$ cat config.mk
export PLATFORM = sky130hd
export DESIGN_NAME = ob_cn_table_sched
export DESIGN_NICKNAME = d
export VERILOG_FILES = /design/src/rtl/ob_pkg.sv /design/src/rtl/ob_cn_rr_arb.sv /design/src/rtl/ob_cn_table_sched.sv
export SDC_FILE = /design/constraint.sdc
export NUM_CORES = 1
export LEC_CHECK = 0
export BUFFER_PORTS_ARGS = -buffer_cell sky130_fd_sc_hd__buf_4
export CAP_MARGIN = 20
export CORE_AREA = 2 2 428 430
export CTS_BUF_LIST = sky130_fd_sc_hd__clkbuf_4 sky130_fd_sc_hd__clkbuf_8
export DETAILED_ROUTE_END_ITERATION = 12
export DIE_AREA = 0 0 430 432
export HOLD_SLACK_MARGIN = 0.12
export PLACE_DENSITY_LB_ADDON = 0.25
export SETUP_SLACK_MARGIN = 0.02
export SYNTH_ARGS = -nofsm -noshare
export SYNTH_HDL_FRONTEND = slang
export SYNTH_SLANG_ARGS = --single-unit
$ cat constraint.sdc
create_clock -name clk -period 8.2 [get_ports clk]
set_input_delay 0 -clock clk [delete_from_list [all_inputs] [get_ports clk]]
set_output_delay 0 -clock clk [all_outputs]
set_load 0.01 [all_outputs]
$ cat src/rtl/ob_pkg.sv
// Shared order-book types: command encoding, uid, table size default, stop-op helper.
// OB_CN_TABLE_SCHED_STATS_EN adds the conditional-table statistics pair type.
package ob_pkg;

  localparam int OB_CN_TABLE_N = 16;

  typedef enum logic [3:0] {
    Op_Nop           = 4'd0,
    Op_BuyMarket     = 4'd1,
    Op_SellMarket    = 4'd2,
    Op_BuyLimit      = 4'd3,
    Op_SellLimit     = 4'd4,
    Op_BuyStopLoss   = 4'd5,
    Op_SellStopLoss  = 4'd6,
    Op_BuyStopLimit  = 4'd7,
    Op_SellStopLimit = 4'd8
  } opcode_t;

  typedef logic [15:0] uid_t;

  typedef struct packed {
    opcode_t     opcode;
    uid_t        uid;
    logic [15:0] price;
    logic [15:0] qty;
  } cmd_t;

  function automatic logic is_stop_op(opcode_t op);
    return (op == Op_BuyStopLoss)  || (op == Op_SellStopLoss) ||
           (op == Op_BuyStopLimit) || (op == Op_SellStopLimit);
  endfunction

`ifdef OB_CN_TABLE_SCHED_STATS_EN
  typedef struct packed {
    logic [31:0] mtr_cnt;
    logic [31:0] cancel_cnt;
  } cn_tbl_stat_t;
`endif

endpackage

$ cat src/rtl/ob_cn_rr_arb.sv
// N-bit round-robin arbiter: searches upward from an internal pointer with wrap,
// emits a one-hot grant, and moves the pointer past the winner when adv_en is set.
module ob_cn_rr_arb #(
  parameter int N = 16
) (
  input  logic                 clk,
  input  logic                 rst,
  input  logic [N-1:0]         req,
  input  logic                 adv_en,
  output logic [N-1:0]         gnt,
  output logic [$clog2(N)-1:0] gnt_idx,
  output logic                 gnt_vld
);

  localparam int IW = $clog2(N);

  logic [IW-1:0] ptr_q, ptr_d, idx;

  // first requester at or above the pointer, wrapping (N is a power of 2)
  always_comb begin
    gnt_vld = 1'b0;
    gnt_idx = '0;
    idx     = '0;
    for (int k = 0; k < N; k++) begin
      idx = ptr_q + IW'(k);
      if (!gnt_vld && req[idx]) begin
        gnt_vld = 1'b1;
        gnt_idx = idx;
      end
    end
    for (int i = 0; i < N; i++) gnt[i] = gnt_vld && (gnt_idx == IW'(i));
    ptr_d = (adv_en && gnt_vld) ? gnt_idx + 1'b1 : ptr_q;
  end

  // pointer register
  always_ff @(posedge clk) begin
    if (rst) ptr_q <= '0;
    else     ptr_q <= ptr_d;
  end

endmodule

$ cat src/rtl/ob_cn_table_sched.sv
// Conditional (stop-order) table controller: lowest-free allocation, round-robin
// issue of matured entries through a registered valid/ready slot, cancel aggregation.
// Optional statistics counters under OB_CN_TABLE_SCHED_STATS_EN.
module ob_cn_table_sched
  import ob_pkg::*;
#(
  parameter int N     = OB_CN_TABLE_N,
  parameter int CNT_W = $clog2(N+1)
) (
  input  logic             clk,
  input  logic             rst,
  input  logic             in_vld,
  input  cmd_t             in_cmd,
  output logic             in_rdy,
  output logic [N-1:0]     ent_al_vld,
  output cmd_t             ent_al_cmd,
  output logic [N-1:0]     ent_dl_vld,
  input  logic [N-1:0]     ent_busy_w,
  input  logic [N-1:0]     ent_mtr_vld_w,
  input  cmd_t [N-1:0]     ent_cmd_r,
  input  logic [N-1:0]     ent_cancel_hit,
  input  logic             cancel,
  input  uid_t             cancel_uid,
  output logic             cancel_hit,
  output logic             out_vld,
  output cmd_t             out_cmd,
  input  logic             out_rdy,
  output logic             full_r,
  output logic             empty_r,
  output logic [CNT_W-1:0] cnt_r
`ifdef OB_CN_TABLE_SCHED_STATS_EN
  ,
  output logic [31:0]      stat_mtr_cnt_r,
  output logic [31:0]      stat_cancel_cnt_r
`endif
);

  localparam int IW = $clog2(N);

  logic [N-1:0]     busy_q, mtr_q;
  logic             out_vld_q, out_vld_d;
  cmd_t             out_cmd_q, out_cmd_d;
  logic [CNT_W-1:0] cnt_q, cnt_d;
  logic             full_q, full_d, empty_q, empty_d;

  logic             al_found, out_cancel, slot_free, pick, gnt_vld;
  logic [N-1:0]     cand, gnt;
  logic [IW-1:0]    gnt_idx;

  assign in_rdy     = ~full_q;
  assign ent_al_cmd = in_cmd;

  // one-hot allocate at the lowest idle entry
  always_comb begin
    ent_al_vld = '0;
    al_found   = 1'b0;
    for (int i = 0; i < N; i++) begin
      if (!al_found && !busy_q[i]) begin
        al_found      = 1'b1;
        ent_al_vld[i] = in_vld & ~full_q;
      end
    end
  end

  // an entry being cancelled this cycle must not be picked
  assign cand       = mtr_q & ~ent_cancel_hit;
  // a cancelled output kills the pending transfer and frees the slot for a new pick
  assign out_cancel = cancel & out_vld_q & (out_cmd_q.uid == cancel_uid);
  assign slot_free  = ~out_vld_q | out_rdy | out_cancel;
  assign pick       = slot_free & gnt_vld;
  assign cancel_hit = (|ent_cancel_hit) | out_cancel;
  assign ent_dl_vld = pick ? gnt : '0;

  ob_cn_rr_arb #(.N(N)) u_arb (
    .clk     (clk),
    .rst     (rst),
    .req     (cand),
    .adv_en  (pick),
    .gnt     (gnt),
    .gnt_idx (gnt_idx),
    .gnt_vld (gnt_vld)
  );

  // output slot next state and status derived from entry next-state
  always_comb begin
    out_vld_d = out_vld_q;
    out_cmd_d = out_cmd_q;
    if (pick) begin
      out_vld_d = 1'b1;
      out_cmd_d = ent_cmd_r[gnt_idx];
    end else if (slot_free) begin
      out_vld_d = 1'b0;
    end
    cnt_d   = CNT_W'($countones(ent_busy_w));
    full_d  = &ent_busy_w;
    empty_d = ~(|ent_busy_w) & ~out_vld_d;
  end

  // state registers
  always_ff @(posedge clk) begin
    if (rst) begin
      busy_q    <= '0;
      mtr_q     <= '0;
      out_vld_q <= 1'b0;
      out_cmd_q <= '0;
      cnt_q     <= '0;
      full_q    <= 1'b0;
      empty_q   <= 1'b1;
    end else begin
      busy_q    <= ent_busy_w;
      mtr_q     <= ent_mtr_vld_w;
      out_vld_q <= out_vld_d;
      out_cmd_q <= out_cmd_d;
      cnt_q     <= cnt_d;
      full_q    <= full_d;
      empty_q   <= empty_d;
    end
  end

  assign out_vld = out_vld_q;
  assign out_cmd = out_cmd_q;
  assign cnt_r   = cnt_q;
  assign full_r  = full_q;
  assign empty_r = empty_q;

`ifdef OB_CN_TABLE_SCHED_STATS_EN
  cn_tbl_stat_t stat_q, stat_d;

  // saturating counters: completed (uncancelled) transfers and cancel-hit cycles
  always_comb begin
    stat_d = stat_q;
    if (out_vld_q && out_rdy && !out_cancel && (stat_q.mtr_cnt != '1))
      stat_d.mtr_cnt = stat_q.mtr_cnt + 32'd1;
    if (cancel_hit && (stat_q.cancel_cnt != '1))
      stat_d.cancel_cnt = stat_q.cancel_cnt + 32'd1;
  end

  // statistics registers
  always_ff @(posedge clk) begin
    if (rst) stat_q <= '0;
    else     stat_q <= stat_d;
  end

  assign stat_mtr_cnt_r    = stat_q.mtr_cnt;
  assign stat_cancel_cnt_r = stat_q.cancel_cnt;
`endif

endmodule

# [After elaboration in Yosys (flattened, before gate mapping)]
# Index checks and enable logic that the tools add are counted.
[classes] n_eq_ne=16 reduce_logical=95 order_cmp=17 bitwise=14 mux=100 addsub=31
[ops] operator="52-bit binary-select mux with 4-bit select" count=1
[ops] operator="4-bit by 5-bit less-than comparator with 1-bit output (second input constant)" count=17
[ops] operator="1-bit 2-to-1 mux" count=65
[ops] operator="1-bit binary-select mux with 4-bit select" count=16
[ops] operator="4-bit 2-to-1 mux" count=16
[ops] operator="52-bit 2-to-1 mux" count=1
[ops] operator="1-bit logical AND" count=47
[ops] operator="1-bit zero test" count=44
[ops] operator="4-bit adder (second input constant)" count=8
[ops] operator="4-bit equality test (second input constant)" count=8
[ops] operator="16-bit OR reduction" count=2
[ops] operator="1-bit by 1-bit adder with 2-bit output" count=8
[ops] operator="4-bit by 3-bit adder with 4-bit output (second input constant)" count=4
[ops] operator="16-bit AND" count=1
[ops] operator="16-bit equality test" count=1
[ops] operator="4-bit by 3-bit equality test with 1-bit output (second input constant)" count=4
[ops] operator="16-bit 2-to-1 mux" count=1
[ops] operator="16-bit inverter" count=1
[ops] operator="16-bit AND reduction" count=1
[ops] operator="2-bit by 2-bit adder with 3-bit output" count=4
[ops] operator="3-bit by 3-bit adder with 4-bit output" count=2
[ops] operator="4-bit by 1-bit adder with 4-bit output (second input constant)" count=2
[ops] operator="4-bit by 2-bit adder with 4-bit output (second input constant)" count=2
[ops] operator="4-bit by 2-bit equality test with 1-bit output (second input constant)" count=2
[ops] operator="other kinds (6)" count=15
[totals] word_cells=284 out_inout_bits=146 ff_bits=96

# [Depth between registers and ports, before layout]
[depth] word_depth=54 depth_mapped=25

# [By module]
# Synthesis repeated with hierarchy kept, for this count alone.
[unflattened] cells_unflattened=1569 hier_area_um2=14368.8
[by_module_without_submodules] mod="ob_cn_table_sched" n_inst=1 area_per_inst_um2=11549.8 cells_per_inst=1248 seq_area_each_um2=1841.8
[by_module_without_submodules] mod="ob_cn_rr_arb" n_inst=1 area_per_inst_um2=2819.0 cells_per_inst=321 seq_area_each_um2=80.1

# [Worst setup path after synthesis]
# No wires, ideal clock.
[synth_path] kind="reg2reg" startpoint="register u_arb.ptr_q[0]" endpoint="register out_cmd_q (netlist bit out_cmd[29])" required_time_ns=8.060 path_slack_ns=3.215 stages_incl_launch_ff=23 synth_period_minus_slack_ns=4.985 t_arrival_ns=4.844 path_cell_list="dfxtp_1 -> buf_6 -> buf_4 -> inv_2 -> buf_2 -> clkbuf_1 -> ha_1 -> xor2_1 -> clkbuf_1 -> nand4_1 -> and4_1 -> mux2i_1 -> o21ai_1 -> and3_1 -> and2_1 -> buf_2 -> mux2i_4 -> and2_1 -> buf_6 -> buf_2 -> mux4_2 -> a21oi_1 -> a211oi_2"
[synth_between] elab_chain_len=50
[synth_rtl] element="from (decl)" line="ob_cn_rr_arb.sv:17" rtl="logic [IW-1:0] ptr_q, ptr_d, idx;"
[synth_rtl] element="from (signal assigned)" line="ob_cn_rr_arb.sv:38" rtl="else ptr_q <= ptr_d;"
[synth_rtl] element="branches (longest 50 deep; another with 4-bit by 1-bit adder with 4-bit output)"
[synth_rtl] element="to (signal assigned)" line="ob_cn_table_sched.sv:113" rtl="out_cmd_q <= out_cmd_d;"
[synth_rtl] element="to (decl)" line="ob_cn_table_sched.sv:42" rtl="cmd_t out_cmd_q, out_cmd_d;"
# Several ways; the timed one is not identified. The select of a mux whose other input is x is not followed.
# A chain may end at the register's enable or synchronous reset.

# [Worst setup path after layout]
[layout_path] startpoint="register u_arb.ptr_q[1]" endpoint="register out_cmd_q (netlist bit out_cmd[27])"
# The elaborated chain is that of the path after synthesis.

==> impl_metrics.env <==
export IMPL_outcome="finished, final reports clean"
export IMPL_portBuffers=994
export IMPL_worstSetupStartpointType="flip-flop"
export IMPL_ant_nets=0
export IMPL_grt_max_degree=102
export IMPL_synth_edf_count=0
export IMPL_avgSynthCellArea_um2=7.27
export IMPL_cp_max_fo=55
export IMPL_met2_length_um=91200
export IMPL_seq_area_frac_synth_pct=11.8
export IMPL_synth_distinct_cells=91
export IMPL_ctsLongestPathBuffers=2
export IMPL_die_area_um2=186000
export IMPL_synth_most_common_cell="nand2_1"
export IMPL_synth_area_top_cells="dfxtp_1 (12%), mux2i_1 (8.3%), nand2_1 (8.2%)"
export IMPL_drv_cap=0
export IMPL_ys_async_sr_fraction_pct=0
export IMPL_fp_dieH_um=432
export IMPL_grt_pass1_wl_um=233000
export IMPL_rsz0062_at_grt="false"
export IMPL_path_class="flip-flop to flip-flop"
export IMPL_fin_crit_ns=7.81
export IMPL_globalplace_congestion=0.914
export IMPL_cp_end_kind="flip-flop"
export IMPL_initial_core_util_pct=8.93
export IMPL_top_layer="met5"
export IMPL_rows=157
export IMPL_worst_pin_slew_ns=1.12
export IMPL_synth_warnings=0
export IMPL_cts_root_buf="clkbuf_8"
export IMPL_area_delta_synth_final_pct=85.3
export IMPL_yosys_top_cells_count="nand2_1 (356), nor2_1 (175), mux2i_1 (134)"
export IMPL_drt_iter0_markers=2335
export IMPL_clock_latency_ns=0.53
export IMPL_grt_pass1_vias=24678
export IMPL_dr_total_vias=24811
export IMPL_core_um2=182000
export IMPL_antenna_found_initial=78
export IMPL_fin_nets=4391
export IMPL_gr_total_overflow=0
export IMPL_htreeDepth=3
export IMPL_place_area_um2=27000
export IMPL_ys_flop_type="dfxtp_1"
export IMPL_yosys_area_top_type="dfxtp_1"
export IMPL_cts_sinks=96
export IMPL_hold_viol=0
export IMPL_cts_buffers=9
export IMPL_fin_skew_ns=0.0515
export IMPL_syn_area_um2=16200
export IMPL_drive_above_1_share_pct=38.8
export IMPL_cts_tree="done"
export IMPL_stdcell_area_um2=30100
export IMPL_tns_ns=0
export IMPL_dpl_hpwl_um=153000
export IMPL_synth_top_cell_area_share_pct=11.8
export IMPL_n_fill_cell=20860
export IMPL_vias_per_cell=4.24
export IMPL_finalWirelength_um=181000
export IMPL_wl_per_cell_um=31.0
export IMPL_worstPathArrival_ns=8.24
export IMPL_grtUsageTotal_pct=18.6
export IMPL_drc=0
export IMPL_syn_inst=2231
export IMPL_hold_slack_ns=0.175
export IMPL_max_clock_freq_mhz=128
export IMPL_ios=1099
export IMPL_drt_pass1_iterations=7
export IMPL_synth_seq_cells=96
export IMPL_slew_limit_headroom_pct=24.8
export IMPL_setup_viol=0
export IMPL_clk_pin_slew_ns=0.18
export IMPL_synth_nets=3208
export IMPL_drv_slew=0
export IMPL_min_path_type="primary input to flip-flop"
export IMPL_wl_met3_um=12200
export IMPL_worstPathRequired_ns=8.63
export IMPL_fp_dieW_um=430
export IMPL_post_route_period_util_pct=95.3
export IMPL_met1_length_um=70900
cells in the final DEF, fill, tap and decap left out, types with 17 or more instances in the layout:
cell / instances
o22ai_1: 46
xnor2_1: 20
nor2_1: 172
a2111oi_0: 27
a221oi_1: 59
dlygate4sd3_1: 273
mux2i_1: 134
mux2_2: 35
a21oi_1: 112
buf_12: 25
o2bb2ai_1: 17
dfxtp_1: 95
nor3_1: 58
o21ai_0: 18
nand4_1: 32
nor2b_1: 42
and3_1: 93
diode_2: 45
buf_4: 1143
mux4_2: 47
nor4_1: 17
a311oi_1: 88
nand3_1: 45
nand2_1: 352
a211oi_1: 129
inv_1: 32
sequential cells by signal, indices dropped and copies added, names as in the netlist:
register,flops
out_vld,1
u_arb.ptr_q,4
full_r,1
cnt_r,5
mtr_q,16
out_cmd,52
empty_r,1
busy_q,16
worst max-delay path, stage by stage (launching register included):
cell and delay [ns]:
dfxtp_1 0.35, inv_1 0.05, buf_4 0.25, ha_2 0.48
and4b_1 0.27, nor4_1 0.52, mux2i_1 0.33, mux2i_2 0.40
nand3_1 0.31, a211oi_1 0.51, a2bb2oi_1 0.35, a21boi_4 0.14
buf_4 0.18, buf_4 0.27, and3_1 0.32, a211oi_1 0.57
buf_4 0.23, a311oi_1 0.04, dlygate4sd3_1 0.60, nor3_1 0.13
dlygate4sd3_1 0.58, a211oi_1 0.07, dlygate4sd3_1 0.60
metrics by stage:
step	cells	utilization, %	setup slack [ns]
2_1_floorplan	2231	-	3.22
5_1_grt	5840	16.5	0.0912
3_3_place_gp	5514	14.9	1.03
6_report	5849	16.5	0.385
3_5_place_dp	5514	14.9	1.57
4_1_cts	5803	16.5	0.269
logic make-up (layout without fill, tap and decap cells):
group	Yosys count	count (layout)	share of synthesized area (%)
flops	96	96	11.8
xor+xnor	34	34	1.93
other cells	0	45	0
mux	221	221	17.7
buf+inv	304	1492	9.59
fa+ha+maj	24	24	2.31
simple gates	911	911	27.2
compound gates	641	641	29.4
per-layer routing:
metal / global-route usage (%) / up-vias
met1: 22.0 / 12495
met4: 7.52 / 20
met5: 0.729 / -
met3: 3.71 / 193
met2: 32.5 / 1177
li1: - / 10926
timing repair:
action                                 4_1_cts  5_1_grt
hold buffers                               273        0
resized for setup                            0        2
setup endpoints to repair                    0       14
buffers inserted                             0        1
endpoints found under the hold margin      140        0
path summary, 6_finish.rpt:
kind	slack, ns	endpoint	startpoint	cells after the start
worst max-delay path	0.39	out_cmd[27]	u_arb.ptr_q[1]	22
worst min-delay path	0.18	out_cmd[8]	ent_cmd_r[476]	6
worst max register to register	0.39	out_cmd[27]	u_arb.ptr_q[1]	22
worst min register to register	0.54	out_cmd[22]	out_cmd[22]	2
final cells by class:
type,instances,area [um^2],area share [%]
Multi-Input combinational cell,1831,12900,42.9
Timing Repair Buffer,1441,11800,39.3
Tap cell,2385,2980,9.92
Sequential cell,96,1930,6.40
Inverter,35,131,0.437
Clock buffer,9,124,0.412
Antenna cell,45,113,0.374
Clock inverter,7,86.3,0.287
Power is left out: the tool's default activity adds up to more than one toggle a clock period on the data nets, which glitch-free logic cannot reach.
